===== src/rtl/pixel_out_pipe.sv =====
// Display back-end: raster timing, early read coordinates to the colour source,
// latency-matched sync/DE, and RGB unpacking with blanking and a colour-bar override.
module pixel_out_pipe #(
  parameter int CORDW        = 10,
  parameter int H_ACTIVE     = 640,
  parameter int H_FP         = 16,
  parameter int H_SYNC       = 96,
  parameter int H_BP         = 48,
  parameter int V_ACTIVE     = 480,
  parameter int V_FP         = 10,
  parameter int V_SYNC       = 2,
  parameter int V_BP         = 33,
  parameter bit SYNC_POL     = 1'b0,
  parameter int READ_LATENCY = 2,
  parameter int R_W          = 3,
  parameter int G_W          = 4,
  parameter int B_W          = 3,
  localparam int COLOR_W     = R_W + G_W + B_W
) (
  input  logic               clk_pix,
  input  logic               rst_pix_n,
  input  logic [COLOR_W-1:0] color_in,
  input  logic               expand_mode,
  input  logic               pattern_en,
  output logic [CORDW-1:0]   read_x,
  output logic [CORDW-1:0]   read_y,
  output logic [CORDW-1:0]   sx,
  output logic [CORDW-1:0]   sy,
  output logic               de,
  output logic               hsync,
  output logic               vsync,
  output logic [7:0]         r,
  output logic [7:0]         g,
  output logic [7:0]         b,
  output logic               frame_start
);

  localparam int H_TOTAL = H_ACTIVE + H_FP + H_SYNC + H_BP;
  localparam int V_TOTAL = V_ACTIVE + V_FP + V_SYNC + V_BP;

  localparam logic [CORDW-1:0] HA_C   = CORDW'(H_ACTIVE);
  localparam logic [CORDW-1:0] HS0_C  = CORDW'(H_ACTIVE + H_FP);
  localparam logic [CORDW-1:0] HS1_C  = CORDW'(H_ACTIVE + H_FP + H_SYNC);
  localparam logic [CORDW-1:0] HMAX_C = CORDW'(H_TOTAL - 1);
  localparam logic [CORDW-1:0] VA_C   = CORDW'(V_ACTIVE);
  localparam logic [CORDW-1:0] VS0_C  = CORDW'(V_ACTIVE + V_FP);
  localparam logic [CORDW-1:0] VS1_C  = CORDW'(V_ACTIVE + V_FP + V_SYNC);
  localparam logic [CORDW-1:0] VMAX_C = CORDW'(V_TOTAL - 1);

  typedef struct packed {
    logic [CORDW-1:0] x;
    logic [CORDW-1:0] y;
    logic             de;
    logic             hs;
    logic             vs;
  } tim_t;

  localparam tim_t TIM_RST = '{x: '0, y: '0, de: 1'b0, hs: ~SYNC_POL, vs: ~SYNC_POL};

  // Left-aligns a W-bit channel into 8 bits, filling the tail with zeros or
  // with the channel repeated MSB-first.
  function automatic logic [7:0] expand(input logic [7:0] c, input int w, input logic rep);
    logic [7:0] o;
    o = '0;
    for (int i = 0; i < 8; i++) begin
      if (rep)        o[3'(7-i)] = c[3'(w-1-(i%w))];
      else if (i < w) o[3'(7-i)] = c[3'(w-1-i)];
    end
    return o;
  endfunction

  logic [CORDW-1:0] cx_q, cx_d, cy_q, cy_d;
  tim_t             raw, dly;

  always_comb begin
    cx_d = cx_q + CORDW'(1);
    cy_d = cy_q;
    if (cx_q == HMAX_C) begin
      cx_d = '0;
      cy_d = (cy_q == VMAX_C) ? '0 : cy_q + CORDW'(1);
    end
  end

  always_ff @(posedge clk_pix or negedge rst_pix_n) begin
    if (!rst_pix_n) begin
      cx_q <= '0;
      cy_q <= '0;
    end else begin
      cx_q <= cx_d;
      cy_q <= cy_d;
    end
  end

  assign read_x = cx_q;
  assign read_y = cy_q;

  always_comb begin
    raw.x  = cx_q;
    raw.y  = cy_q;
    raw.de = (cx_q < HA_C) && (cy_q < VA_C);
    raw.hs = ((cx_q >= HS0_C) && (cx_q < HS1_C)) ? SYNC_POL : ~SYNC_POL;
    raw.vs = ((cy_q >= VS0_C) && (cy_q < VS1_C)) ? SYNC_POL : ~SYNC_POL;
  end

  // Timing rides alongside the colour source's read latency.
  generate
    if (READ_LATENCY == 0) begin : g_nopipe
      assign dly = raw;
    end else begin : g_pipe
      tim_t pipe_q [READ_LATENCY];
      always_ff @(posedge clk_pix or negedge rst_pix_n) begin
        if (!rst_pix_n) begin
          for (int i = 0; i < READ_LATENCY; i++) pipe_q[i] <= TIM_RST;
        end else begin
          pipe_q[0] <= raw;
          for (int i = 1; i < READ_LATENCY; i++) pipe_q[i] <= pipe_q[i-1];
        end
      end
      assign dly = pipe_q[READ_LATENCY-1];
    end
  endgenerate

  logic [2:0] bar;
  logic [7:0] r_d, g_d, b_d;
  logic       fs_d;

  always_comb begin
    bar = '0;
    for (int k = 1; k < 8; k++)
      if (32'(dly.x) * 8 >= k * H_ACTIVE) bar = 3'(k);
  end

  always_comb begin
    r_d = '0;
    g_d = '0;
    b_d = '0;
    if (dly.de) begin
      if (pattern_en) begin
        r_d = {8{bar[2]}};
        g_d = {8{bar[1]}};
        b_d = {8{bar[0]}};
      end else begin
        r_d = expand(8'(color_in[COLOR_W-1 -: R_W]), R_W, expand_mode);
        g_d = expand(8'(color_in[B_W +: G_W]),       G_W, expand_mode);
        b_d = expand(8'(color_in[B_W-1:0]),          B_W, expand_mode);
      end
    end
  end

  // Gated by DE so cleared pipeline stages (coordinate 0, DE low) never fire it.
  assign fs_d = dly.de && (dly.x == '0) && (dly.y == '0);

  logic [CORDW-1:0] sx_q, sy_q;
  logic             de_q, hs_q, vs_q, fs_q;
  logic [7:0]       r_q, g_q, b_q;

  always_ff @(posedge clk_pix or negedge rst_pix_n) begin
    if (!rst_pix_n) begin
      sx_q <= '0;
      sy_q <= '0;
      de_q <= 1'b0;
      hs_q <= ~SYNC_POL;
      vs_q <= ~SYNC_POL;
      fs_q <= 1'b0;
      r_q  <= '0;
      g_q  <= '0;
      b_q  <= '0;
    end else begin
      sx_q <= dly.x;
      sy_q <= dly.y;
      de_q <= dly.de;
      hs_q <= dly.hs;
      vs_q <= dly.vs;
      fs_q <= fs_d;
      r_q  <= r_d;
      g_q  <= g_d;
      b_q  <= b_d;
    end
  end

  assign sx          = sx_q;
  assign sy          = sy_q;
  assign de          = de_q;
  assign hsync       = hs_q;
  assign vsync       = vs_q;
  assign frame_start = fs_q;
  assign r           = r_q;
  assign g           = g_q;
  assign b           = b_q;

endmodule


===== config.mk =====
export PLATFORM = sky130hd
export DESIGN_NAME = pixel_out_pipe
export DESIGN_NICKNAME = d
export VERILOG_FILES = /design/src/rtl/pixel_out_pipe.sv
export SDC_FILE = /design/constraint.sdc
export NUM_CORES = 1
export LEC_CHECK = 0
export ABC_AREA = 1
export CORE_MARGIN = 4
export CORE_UTILIZATION = 53
export DETAILED_ROUTE_END_ITERATION = 16
export PLACE_DENSITY = 0.89
export SLEW_MARGIN = 25
export SYNTH_ARGS = -nofsm -noshare
export SYNTH_HDL_FRONTEND = slang
export SYNTH_SLANG_ARGS = --single-unit

===== constraint.sdc =====
create_clock -name clk_pix -period 5.1 [get_ports clk_pix]
set_clock_uncertainty 0.2 [all_clocks]
set_input_delay 1.53 -clock clk_pix [delete_from_list [all_inputs] [get_ports clk_pix]]
set_output_delay 1.53 -clock clk_pix [all_outputs]
set_load 0.005 [all_outputs]

==> Word-level counts from Yosys, hierarchy flattened <==
Cells that the tools add are included.
{ "word_totals": {"regBits": 114, "latch_bits": 0, "ram_bits": 0, "romBits": 0, "inputBits": 14, "output_inout_bits": 68, "mem_count": 0} }
{ "classes": {"n_addsub": 2, "multipliers": 0, "div_mod_pow": 0, "order_cmp": 13, "eq_ne": 2, "n_shift": 0, "mux": 27, "bitwise_logic": 0, "n_reduce_logical": 7} }
{ "op_table": {"columns": ["cell", "count"], "rows": [
  ["$mux W8", 6],
  ["$ge A13 B12 Y1 const B", 3],
  ["$ge A13 B11 Y1 const B", 2],
  ["$add A10 B1 Y10 const B", 2],
  ["$eq A10 B10 Y1 const B", 2],
  ["$logic_not A10 Y1", 2],
  ["$lt A10 B10 Y1 const B", 2],
  ["$lt A10 B9 Y1 const B", 2],
  ["$mux W10", 2],
  ["$mux W3", 6],
  ["$ge A13 B10 Y1 const B", 1],
  ["$ge A13 B13 Y1 const B", 1],
  ["$mux W1", 13],
  ["$ge A10 B10 Y1 const B", 1],
  ["$ge A10 B9 Y1 const B", 1],
  ["$logic_and A1 B1 Y1", 5]
]} }

==> Depth between registers and ports, before layout <==
{ "depth": {"ltp_word": 10, "depth_mapped": 12} }

==> Least setup slack after synthesis <==
Ideal clock, no wire load.
{ "synth_timing": {"path_type": "input port to flip-flop", "from": "input port expand_mode", "to": "register g_q[0], in the netlist g[0]", "setup_ps": 63, "arrival_time_ps": 2061, "t_required_ps": 4837, "setup_slack_ps": 2776, "cell_stages": 5, "path_buffers": 1, "cell_sequence": "clkbuf_1 nand2_1 a21oi_1 nand2_1 inv_1"} }
{ "synth_via": {"elab_chain_cells": 3} }
{ "synth_lines": {"columns": ["item", "line_no", "rtl"], "rows": [
  ["start: declaration", "23", "input logic expand_mode,"],
  ["$mux W1", "66", "if (rep) o[3'(7-i)] = c[3'(w-1-(i%w))];"],
  ["$mux W8", "138", "if (pattern_en) begin"],
  ["$mux W8", "137", "if (dly.de) begin"],
  ["via g_d[0]", "124", "logic [7:0] r_d, g_d, b_d;"],
  ["end signal: assignment", "176", "g_q <= g_d;"],
  ["end: declaration", "155", "logic [7:0] r_q, g_q, b_q;"]
]} }
The timed path passes the listed nets, and every way through them passes these cells.
A chain may end at the register's enable or synchronous reset.

==> Final worst setup path <==
{ "layout_timing": {"from": "register cy_q[4], in the netlist read_y[4]", "to": "output port read_y[4]"} }
{ "layout_lines": {"columns": ["item", "line_no", "rtl"], "rows": [
  ["start: declaration", "72", "logic [CORDW-1:0] cx_q, cx_d, cy_q, cy_d;"],
  ["start signal: assignment", "90", "cy_q <= cy_d;"],
  ["end: declaration", "26", "output logic [CORDW-1:0] read_y,"]
]} }
No word-level cell between the ends.

==> flow_metrics.py <==
metrics = {
    "drt": {
        "antenna_left": 0,
        "drt_wl_total_um": 7640,
        "viasPerCell": 5.05,
        "drt_iter0_markers": 121,
        "drc": 0,
        "num_vias": 2516,
        "wire_per_inst_um": 15.3,
        "drt_first_pass_iters": 4,
    },
    "yosys": {
        "synth_most_common_cell": "dfrtp_1",
        "synthCells": 336,
        "synth_cell_types": 29,
        "synth_common_cells": "dfrtp_1 (97), nand2_1 (45), inv_1 (40), buf_4 (31), nor2_1 (28)",
        "yosys-top-cells-area": "dfrtp_1 (64%), buf_4 (6.1%), nand2_1 (4.4%)",
        "yosys.area.top_type": "dfrtp_1",
        "synth_top_flop_cell": "dfrtp_1",
        "synth.top_cell.area_share_pct": 63.8,
        "synth_nets": 354,
        "syn_area_um2": 3800,
        "synth_edf_count": 0,
        "yosysSeqAreaShare_pct": 68.0,
        "ys_async_sr_fraction_pct": 100,
        "ys_ff_latch": 103,
        "yosysWarnings": 0,
        "syn_avg_cell_area_um2": 11.3,
    },
    "placement": {
        "place.gp.congestion": 0.860,
        "port_buffers": 81,
        "placed_cells": 482,
        "placed_cell_area_um2": 4500,
        "hpwl_um": 5350,
    },
    "finish": {
        "drive_gt1_share_pct": 10.2,
        "antenna_cells": 0,
        "final_nets": 415,
        "final_util_pct": 68.4,
        "area_growth_pct": 23.5,
        "final_design_area_no_fill_um2": 4700,
        "fin_cells": 498,
    },
    "min_path": {
        "min-delay-start": "g_pipe.pipe_q[41]$_DFF_PN0_",
        "min_to": "dly[18]$_DFF_PN0_",
        "hold_class": "reg2reg",
        "min_delay_path_depth": 0,
    },
    "clock_tree": {
        "htree_levels": 3,
        "ctsHoldBuffers": 0,
        "numCtsBuffers": 9,
        "clock_latency_ns": 0.36,
        "cts-root-buf": "clkbuf_8",
        "clock-sinks": 103,
        "post-cts-setup-buffers": 0,
        "cts.reportedPaths.clkPinSlew_ns": 0.09,
        "cts_tree": "yes",
        "cts_buffer_depth": 2,
        "cts-resized-gates": 0,
    },
    "status": {
        "status": "completed",
    },
    "power_and_ir_drop": {
        "power.density_nw_per_um2": 292,
        "irDropWorstVdd_mv": 0.118,
        "p_leak_nw": 2.21,
    },
    "floorplan": {
        "io-pin-count": 82,
        "die_h_um": 92.7,
        "die_area_um2": 8600,
        "die_w_um": 92.7,
        "core_um2": 6870,
        "rows": 30,
        "initial_core_util_pct": 55.4,
    },
    "timing": {
        "rsz0062_at_grt": "no",
        "slew_headroom_pct": 58.0,
        "timing.final.crit_period_ns": 3.18,
        "finalSetupTns_ns": 0,
        "period_share_pct": 62.4,
        "fmax_mhz": 314,
        "hold_viol": 0,
        "hold_ws_ns": 0.152,
        "tightest_slew_ns": 0.630,
        "setup_viol": 0,
        "drv_slew": 0,
    },
    "global_route": {
        "antenna_found_initial": 0,
        "grt_use_total_pct": 19.1,
        "grt_pass1_vias": 2480,
        "grt_max_degree": 53,
        "grt_pass1_wl_um": 12600,
        "grt_overflow": 0,
    },
    "job": {
        "cap_violations": 0,
    },
    "setup_path": {
        "crit_chain": "clkdlybuf4s50_1",
        "cp_slowest_cell": "clkdlybuf4s50_1",
        "crit_buf_inv": 1,
        "critPathMaxFanout": 7,
        "crit_family": "buffers and inverters",
        "crit_arrival_ns": 1.45,
        "timing.rr.start": "read_x[0]$_DFF_PN0_",
        "reg2reg_to": "read_y[2]$_DFFE_PN0N_",
        "required_ns": 3.37,
        "critical_path_class": "reg2out",
        "rr_worst_depth": 8,
        "end_kind": "primary output",
        "critPathLaunchType": "register",
        "rrSetupSlack_ns": 3.00,
        "max_stage_delay_ns": 0.57,
    },
}
-- sequential cells by signal, summed over array words and instances (netlist names), 5 cells and up --
name / cells
g_pipe.pipe_q: 23
g: 5
sy: 10
read_x: 10
dly: 23
read_y: 10
sx: 10
-- layout make-up --
class,count,area [µm²]
clock inverters,5,56.3
multi-input cells,156,806
repair buffers,83,823
inverters,44,165
fillers,455,2170
clock buffers,11,141
flip-flops and latches,103,2580
well taps,96,120
-- worst max-delay path by stage --
stage / start / endpoint / slack (ns) / cells after the start
2_1_floorplan: expand_mode / g[0]$_DFF_PN0_ / 2.78 / 5
3_3_place_gp: pattern_en / r[3]$_DFF_PN0_ / 2.15 / 4
3_5_place_dp: pattern_en / r[2]$_DFF_PN0_ / 2.04 / 4
4_1_cts: read_y[4]$_DFFE_PN0N_ / read_y[4] / 1.91 / 1
5_1_grt: read_y[4]$_DFFE_PN0N_ / read_y[4] / 1.88 / 1
6_report: read_y[4]$_DFFE_PN0N_ / read_y[4] / 1.92 / 1
-- stage by stage --
step,setup slack (ns),total power (W)
5_1_grt,1.88,0.00143
4_1_cts,1.91,0.00138
6_report,1.92,0.00137
3_3_place_gp,2.15,0.000889
3_5_place_dp,2.04,0.000891
2_1_floorplan,2.78,0.000851
-- power by group --
group / leakage [nW] / internal (W) / switching (W)
clock: 0.0997 / 0.000240 / 0.000255
combinational: 0.791 / 0.0000235 / 0.0000292
sequential: 1.32 / 0.000821 / 0.00000156
total: 2.21 / 0.00108 / 0.000286
-- logic make-up after synthesis --
family,count (synthesis),share of synthesized area (%)
buffers and inverters,77,10.9
adders and majority gates,4,1.32
DFF,103,68.0
AOI/OAI and AO/OA,35,4.74
xor gates and xnor gates,7,1.61
and+or+nand+nor,110,13.5
-- layer usage --
layer  part of all wire [%]  vias to the layer above  GRT usage (%)
met3                    7.5                       22           5.61
met5                      0                        -              0
li1                       -                     1143              -
met4                    2.6                        0           9.16
met2                     52                      117           31.8
met1                     38                     1234           22.9
-- cells in the final DEF (no fill, tap or decap), drive strengths merged --
master	instances
clkinvlp	1
dfstp	6
nand3	10
a21oi	21
nor4	3
bufinv	1
o21a	1
nand2	47
ha	4
nand4	4
o21ai	12
buf	3
xor2	7
clkbuf	11
dfrtp	97
nor3	10
clkdlybuf4s50	80
nor2	33
or2	1
nor3b	1
o31ai	1
clkinv	2
inv	45
and3	1
Power figures use the tool's default switching activity.
